`config.mk`:
```
export PLATFORM = sky130hd
export DESIGN_NAME = audio_sample_streamer
export DESIGN_NICKNAME = d
export VERILOG_FILES = /design/src/rtl/audio_sample_streamer.sv
export SDC_FILE = /design/constraint.sdc
export NUM_CORES = 1
export LEC_CHECK = 0
export CAP_MARGIN = 20
export CORE_MARGIN = 2
export CORE_UTILIZATION = 35
export DETAILED_ROUTE_END_ITERATION = 8
export SKIP_CTS_REPAIR_TIMING = 1
export SYNTH_ARGS = -nofsm -noshare
export SYNTH_HDL_FRONTEND = slang
export SYNTH_SLANG_ARGS = --single-unit
```
`constraint.sdc`:
```
create_clock -name clk -period 2.27 [get_ports clk]
set_clock_uncertainty 0.2 [all_clocks]
set_input_delay 0.454 -clock clk [delete_from_list [all_inputs] [get_ports clk]]
set_output_delay 0.454 -clock clk [all_outputs]
set_load 0.02 [all_outputs]
```
`src/rtl/audio_sample_streamer.sv`:
```
// rtl/audio_sample_streamer.sv - fetches PCM samples from sample memory, attenuates them and feeds the serializer FIFO
module audio_sample_streamer #(
  parameter int DATA_WIDTH = 16,
  parameter int ADDR_WIDTH = 16
) (
  input  logic                  clk,
  input  logic                  reset_n,
  input  logic                  start,
  input  logic                  stop,
  input  logic                  loop_en,
  input  logic [ADDR_WIDTH-1:0] start_addr,
  input  logic [ADDR_WIDTH-1:0] end_addr,
  input  logic [3:0]            atten,
  output logic                  mem_rd_en,
  output logic [ADDR_WIDTH-1:0] mem_addr,
  input  logic [DATA_WIDTH-1:0] mem_rdata,
  input  logic                  fifo_half_full,
  output logic                  fifo_wr_en,
  output logic [DATA_WIDTH-1:0] audio_data,
  output logic                  busy,
  output logic                  done
);

  typedef enum logic [1:0] {
    S_IDLE  = 2'd0,
    S_FETCH = 2'd1,
    S_WAIT  = 2'd2
  } state_t;

  state_t                state;
  state_t                next_state;
  logic [ADDR_WIDTH-1:0] addr;
  logic [ADDR_WIDTH-1:0] start_q;
  logic [ADDR_WIDTH-1:0] end_q;
  logic                  loop_q;
  logic                  at_end;
  logic [DATA_WIDTH-1:0] shifted;

  assign at_end   = (addr == end_q);
  assign mem_addr = addr;
  // Sign-extending shift: full attenuation leaves negative samples at -1, not 0.
  assign shifted  = DATA_WIDTH'($signed(mem_rdata) >>> atten);

  always_ff @(posedge clk) begin
    if (!reset_n) begin
      state <= S_IDLE;
    end else begin
      state <= next_state;
    end
  end

  always_comb begin
    next_state = state;
    case (state)
      S_IDLE: begin
        if (start) begin
          next_state = S_FETCH;
        end
      end
      S_FETCH: begin
        if (stop) begin
          next_state = S_IDLE;
        end else if (!fifo_half_full) begin
          next_state = S_WAIT;
        end
      end
      S_WAIT: begin
        if (stop || (at_end && !loop_q)) begin
          next_state = S_IDLE;
        end else begin
          next_state = S_FETCH;
        end
      end
      default: next_state = S_IDLE;
    endcase
  end

  always_comb begin
    mem_rd_en = (state == S_FETCH) && !stop && !fifo_half_full;
    busy      = (state != S_IDLE);
  end

  always_ff @(posedge clk) begin
    if (!reset_n) begin
      addr       <= '0;
      start_q    <= '0;
      end_q      <= '0;
      loop_q     <= 1'b0;
      audio_data <= '0;
      fifo_wr_en <= 1'b0;
      done       <= 1'b0;
    end else begin
      fifo_wr_en <= 1'b0;
      done       <= 1'b0;
      case (state)
        S_IDLE: begin
          if (start) begin
            addr    <= start_addr;
            start_q <= start_addr;
            end_q   <= end_addr;
            loop_q  <= loop_en;
          end
        end
        S_WAIT: begin
          // A stop here drops the in-flight sample entirely.
          if (!stop) begin
            audio_data <= shifted;
            fifo_wr_en <= 1'b1;
            if (at_end) begin
              if (loop_q) begin
                addr <= start_q;
              end else begin
                done <= 1'b1;
              end
            end else begin
              addr <= addr + ADDR_WIDTH'(1);
            end
          end
        end
        default: ;
      endcase
    end
  end

endmodule

```
* Yosys cells after proc, flatten, opt, wreduce, memory -nomap -nowiden
Cells that the tools add are included.
Widths: inputs -> output; s select.
** Cells by class
- Add/subtract/negate cells :: 1
- Multipliers :: 0
- Divide/modulo/power cells :: 0
- Order comparisons :: 0
- Equality and inequality tests :: 7
- Shift-type cells :: 1
- Muxes and demuxes :: 12
- Bitwise operators :: 4
- Reduce and logical (&&, ||, !) cells :: 16
** Operators with widths (number)
- $mux 16 :: 4
- $pmux 16 s2 :: 1
- $add 16x1->16 const B :: 1
- $eq 16x16->1 :: 1
- $sshr 16x4->16 :: 1
- $reduce_and 2->1 :: 4
- $mux 2 :: 3
- $ne 3x3->1 const B :: 2
- $pmux 2 s3 :: 1
- $ne 2x2->1 const B :: 2
- $not 1->1 :: 4
- $reduce_and 4->1 :: 1
- $reduce_bool 2->1 :: 2
- $reduce_or 4->1 :: 1
- $logic_and 1x1->1 :: 3
- $logic_not 1->1 :: 3
- $mux 1 :: 3
- $eq 2x1->1 const B :: 1
- $eq 2x2->1 const B :: 1
- $logic_not 2->1 :: 1
- $logic_or 1x1->1 :: 1
** Word-level totals
- Flip-flop bits (word level) :: 69
- Latch bits :: 0
- Memory bits (writable) :: 0
- ROM bits :: 0
- Bits of input ports :: 58
- Output and inout port bits :: 36
- Logic and storage cells :: 49
- Memories :: 0

* Longest topological paths before layout
Gate-level depths: netlist (run 1).
- Depth after elaboration :: 5
- Mapped depth :: 8
- Gate-level depth less buffers :: 7

* Least setup slack after synthesis (run 1)
No wires, ideal clock.
- Path kind :: register to register
- Start point :: register addr[2] (netlist: mem_addr[2])
- End point :: register addr[1] (netlist: mem_addr[1])
- Setup time :: 122 ps
- Data arrival time :: 1831 ps
- Data required time :: 1948 ps
- Slack :: 117 ps
- Cell stages (with the launch flop) :: 8
- Buffers on the path :: 1
- Period minus slack after synthesis :: 2153 ps
- Path through :: dfxtp_1 buf_6 xnor2_2 nand4_1 nor4_4 mux2_1 o211ai_1 o21ai_1
** Between the ends
- Cells in the longest elaborated chain, start to end :: 4
- Elaborated cells on any way between the ends :: 6
- Those cells by class :: eq/ne (2); mux (3); reduce/logical (1)
** Ends and longest elaborated chain
- start: declaration :: RTL line 32 : logic [ADDR_WIDTH-1:0] addr;
- start signal: assignment :: RTL line 98 : addr <= start_addr;
- start signal: assignment :: RTL line 111 : addr <= start_q;
- start signal: assignment :: RTL line 116 : addr <= addr + ADDR_WIDTH'(1);
- $eq 16x16->1 (*) :: RTL line 39 : assign at_end = (addr == end_q);
- $mux 16 :: RTL line 109 : if (at_end) begin
- $mux 16 :: RTL line 106 : if (!stop) begin
- $pmux 16 s2 :: RTL line 95 : case (state)
Mark *: on every way between the ends. The rest lies on a longest branch, timed or not. The select of a mux whose other input is x is not followed.
A chain may end at the register's enable or synchronous reset.

* Final worst setup path (run 1)
- Start point :: register addr[3] (netlist: mem_addr[3])
- End point :: output mem_addr[3]
** RTL lines
- end: declaration :: RTL line 15 : output logic [ADDR_WIDTH-1:0] mem_addr,
No word-level cell between the ends.

==> results of run 1 <==
-- metrics by stage --
step / utilization (%) / hold WS [ns]
6_report: 50.3 / 0.261
5_1_grt: 50.3 / 0.288
4_1_cts: 50.0 / 0.262
3_5_place_dp: 47.9 / 0.248
3_3_place_gp: 47.9 / 0.247
2_1_floorplan: - / 0.238
-- sequential cells by signal (all words and copies together) (netlist names) --
signal,count
start_q,16
mem_addr,16
end_q,16
loop_q,1
state,2
fifo_wr_en,1
done,1
audio_data,16
-- final timing paths --
path | startpoint | to | slack (ns) | depth (start not counted)
worst min register to register | audio_data[7] | audio_data[7] | 0.26 | 2
worst max register to register | mem_addr[3] | mem_addr[1] | 0.12 | 7
worst max-delay path | mem_addr[3] | mem_addr[3] | 0.07 | 2
worst min-delay path | audio_data[7] | audio_data[7] | 0.26 | 2
-- cells in the mapped netlist (2+ instances only) --
cell	count	share of area (%)
nor2_1	16	1.5
xor2_1	5	1.1
nor4_1	2	0.32
clkbuf_1	24	2.3
o21ai_0	8	1.0
dfxtp_1	69	35
a21boi_1	10	1.9
nand2b_1	9	1.4
and2_1	4	0.64
mux2_1	2	0.57
buf_6	3	0.86
nor3_1	8	1.0
o311a_1	3	0.76
mux4_2	9	5.2
mux2i_1	11	2.8
or2b_1	2	0.38
nand3_1	10	1.3
inv_1	4	0.38
o211ai_2	5	1.6
mux2_2	4	1.1
o211ai_1	14	2.7
xnor2_1	24	5.4
a31oi_1	18	2.9
a21oi_1	10	1.3
nand4_1	6	0.96
a21boi_0	34	6.5
nor2b_1	2	0.32
o21ai_1	20	2.5
nand2_1	114	11
buf_2	8	1.0
-- cell families after synthesis --
| group | synth area share (%) |
|---|---|
| simple gates | 20.3 |
| mux | 9.68 |
| flops | 35.2 |
| buf+inv | 5.35 |
| fa+ha+maj | 0.319 |
| xor+xnor | 6.88 |
| compound gates | 22.3 |
-- critical path, delay by kind of cell (launching register included) --
family	cells	cell delay, ns
flops	1	0.41
buf+inv	2	0.79
-- layer usage --
| layer | vias to the layer above | track usage [%] | part of all wire (%) |
|---|---|---|---|
| li1 | 1884 | - | - |
| met1 | 1768 | 23.1 | 44 |
| met2 | 112 | 32.7 | 48 |
| met3 | 18 | 5.63 | 6.9 |
| met4 | 0 | 6.33 | 2.0 |
| met5 | - | 0 | 0 |
-- area by class of cell --
cell class | count | area, um^2 | share of cell area [%]
clock inverters | 7 | 98.8 | 1.81
well taps | 140 | 175 | 3.20
clock buffers | 9 | 124 | 2.26
inverters | 5 | 18.8 | 0.343
repair buffers | 139 | 1320 | 24.0
flip-flops and latches | 69 | 1380 | 25.2
multi-input cells | 363 | 2360 | 43.1
-- report_power, final --
part | switching, mW | internal, mW
clock | 0.506 | 0.624
combinational | 0.348 | 0.368
sequential | 0.0506 | 1.28
total | 0.905 | 2.27
-- cells in the final DEF (no fill, tap or decap), drive strengths merged, types with 2 or more instances in the layout --
cell type / n
nand2b: 9
a21oi: 10
bufinv: 2
xor2: 5
nor4: 3
xnor2: 25
clkinv: 3
or2b: 2
nor2: 16
o21ai: 28
o211ai: 19
clkbuf: 9
inv: 6
o311a: 3
nor3: 8
mux2i: 11
nor2b: 2
mux4: 9
nand2: 114
clkdlybuf4s50: 91
nand4: 6
mux2: 6
and2: 4
dfxtp: 69
nand3: 10
buf: 47
a31oi: 18
a21boi: 44
==> impl_metrics.json, run 1 <==
{
  "status": "completed",
  "die_area_um2": 12100,
  "clk_path_buf_depth": 2,
  "synth_area_um2": 3930,
  "crit_path_end_kind": "output port",
  "firstDrtPassIters": 4,
  "syn_nets": 533,
  "synth.yosys.seq_area_share_pct": 35.2,
  "min_period_ns": 2.20,
  "worstPathMaxFanout": 6,
  "min_period_over_period_pct": 96.8,
  "rows": 38,
  "cts_buffers": 9,
  "fin_tns_setup_ns": 0,
  "dr.first_iter.drc_count": 166,
  "final_nets": 646,
  "max_freq_mhz": 455,
  "placed_cells": 716,
  "globalplace.congestion": 0.988,
  "post-place-ws_ns": -0.285,
  "yosys_warnings": 0,
  "port_buffers": 93,
  "h-tree-depth": 3,
  "fp.dieH_um": 110,
  "cts_tree": "yes",
  "grt_pass1_vias": 3676,
  "power.total_mw": 3.17,
  "wl_per_cell_um": 15.2,
  "synthCells": 474,
  "hpwlAfterDp_um": 8120,
  "crit_arrival_ns": 1.54,
  "die_w_um": 110,
  "async_flop_share_pct": 0,
  "pwr_density_cell_nw_per_um2": 580,
  "hold_class": "flop to flop",
  "ir_drop_mv": 0.314,
  "drtAntennaViolNets": 0,
  "drc_errors": 0,
  "ys_seq_elements": 69,
  "crit_slowest_cell": "clkdlybuf4s50_1",
  "path_class": "flop to output port",
  "p_leak_nw": 2.03,
  "dr_total_vias": 3782,
  "synth-edff-count": 0,
  "critical_path_required_ns": 1.62,
  "core_area_um2": 10900,
  "num_antenna_cells": 0,
  "setup_viol": 0,
  "antenna_found_initial": 0,
  "timing.max_cap.violations": 0,
  "grt_usage_pct": 19.2,
  "stdcell_area_um2": 5470,
  "cts.sinks": 69,
  "stdcell_count": 732,
  "ys_types": 46,
  "start_util_pct": 36.1,
  "fin_ws_ns": 0.0721,
  "worstMarginPinSlew_ns": 0.374,
  "drive_above_1_share_pct": 14.9,
  "path_cells": "buf_4, clkdlybuf4s50_1",
  "max_stage_delay_ns": 0.61,
  "grt_first_pass_wirelength_um": 17900,
  "maxSlewViolCount": 0,
  "slew_headroom_pct": 75.1,
  "hold_violations": 0,
  "area_growth_pct": 39.3,
  "synth_ff_type": "dfxtp_1",
  "fillers": 1067,
  "dpl-instance-area_um2": 5220,
  "gr-total-overflow": 0,
  "via_per_inst": 5.17,
  "critPathLaunchType": "flop",
  "root_buffer": "clkbuf_8",
  "num_io_pins": 94,
  "path_clk_slew_ns": 0.08,
  "drt_wl_total_um": 11200,
  "clock_latency_ns": 0.35,
  "grt_start_max_net_pins": 71,
  "avgSynthCellArea_um2": 8.29
}
Power figures use the tool's default switching activity.
==> run 2, diff against run 1 <==
- CTS_CLUSTER_DIAMETER: unset -> 30
==> results of run 2 <==
Same layout as run 1: the final DEF is identical, and so are final timing and power.
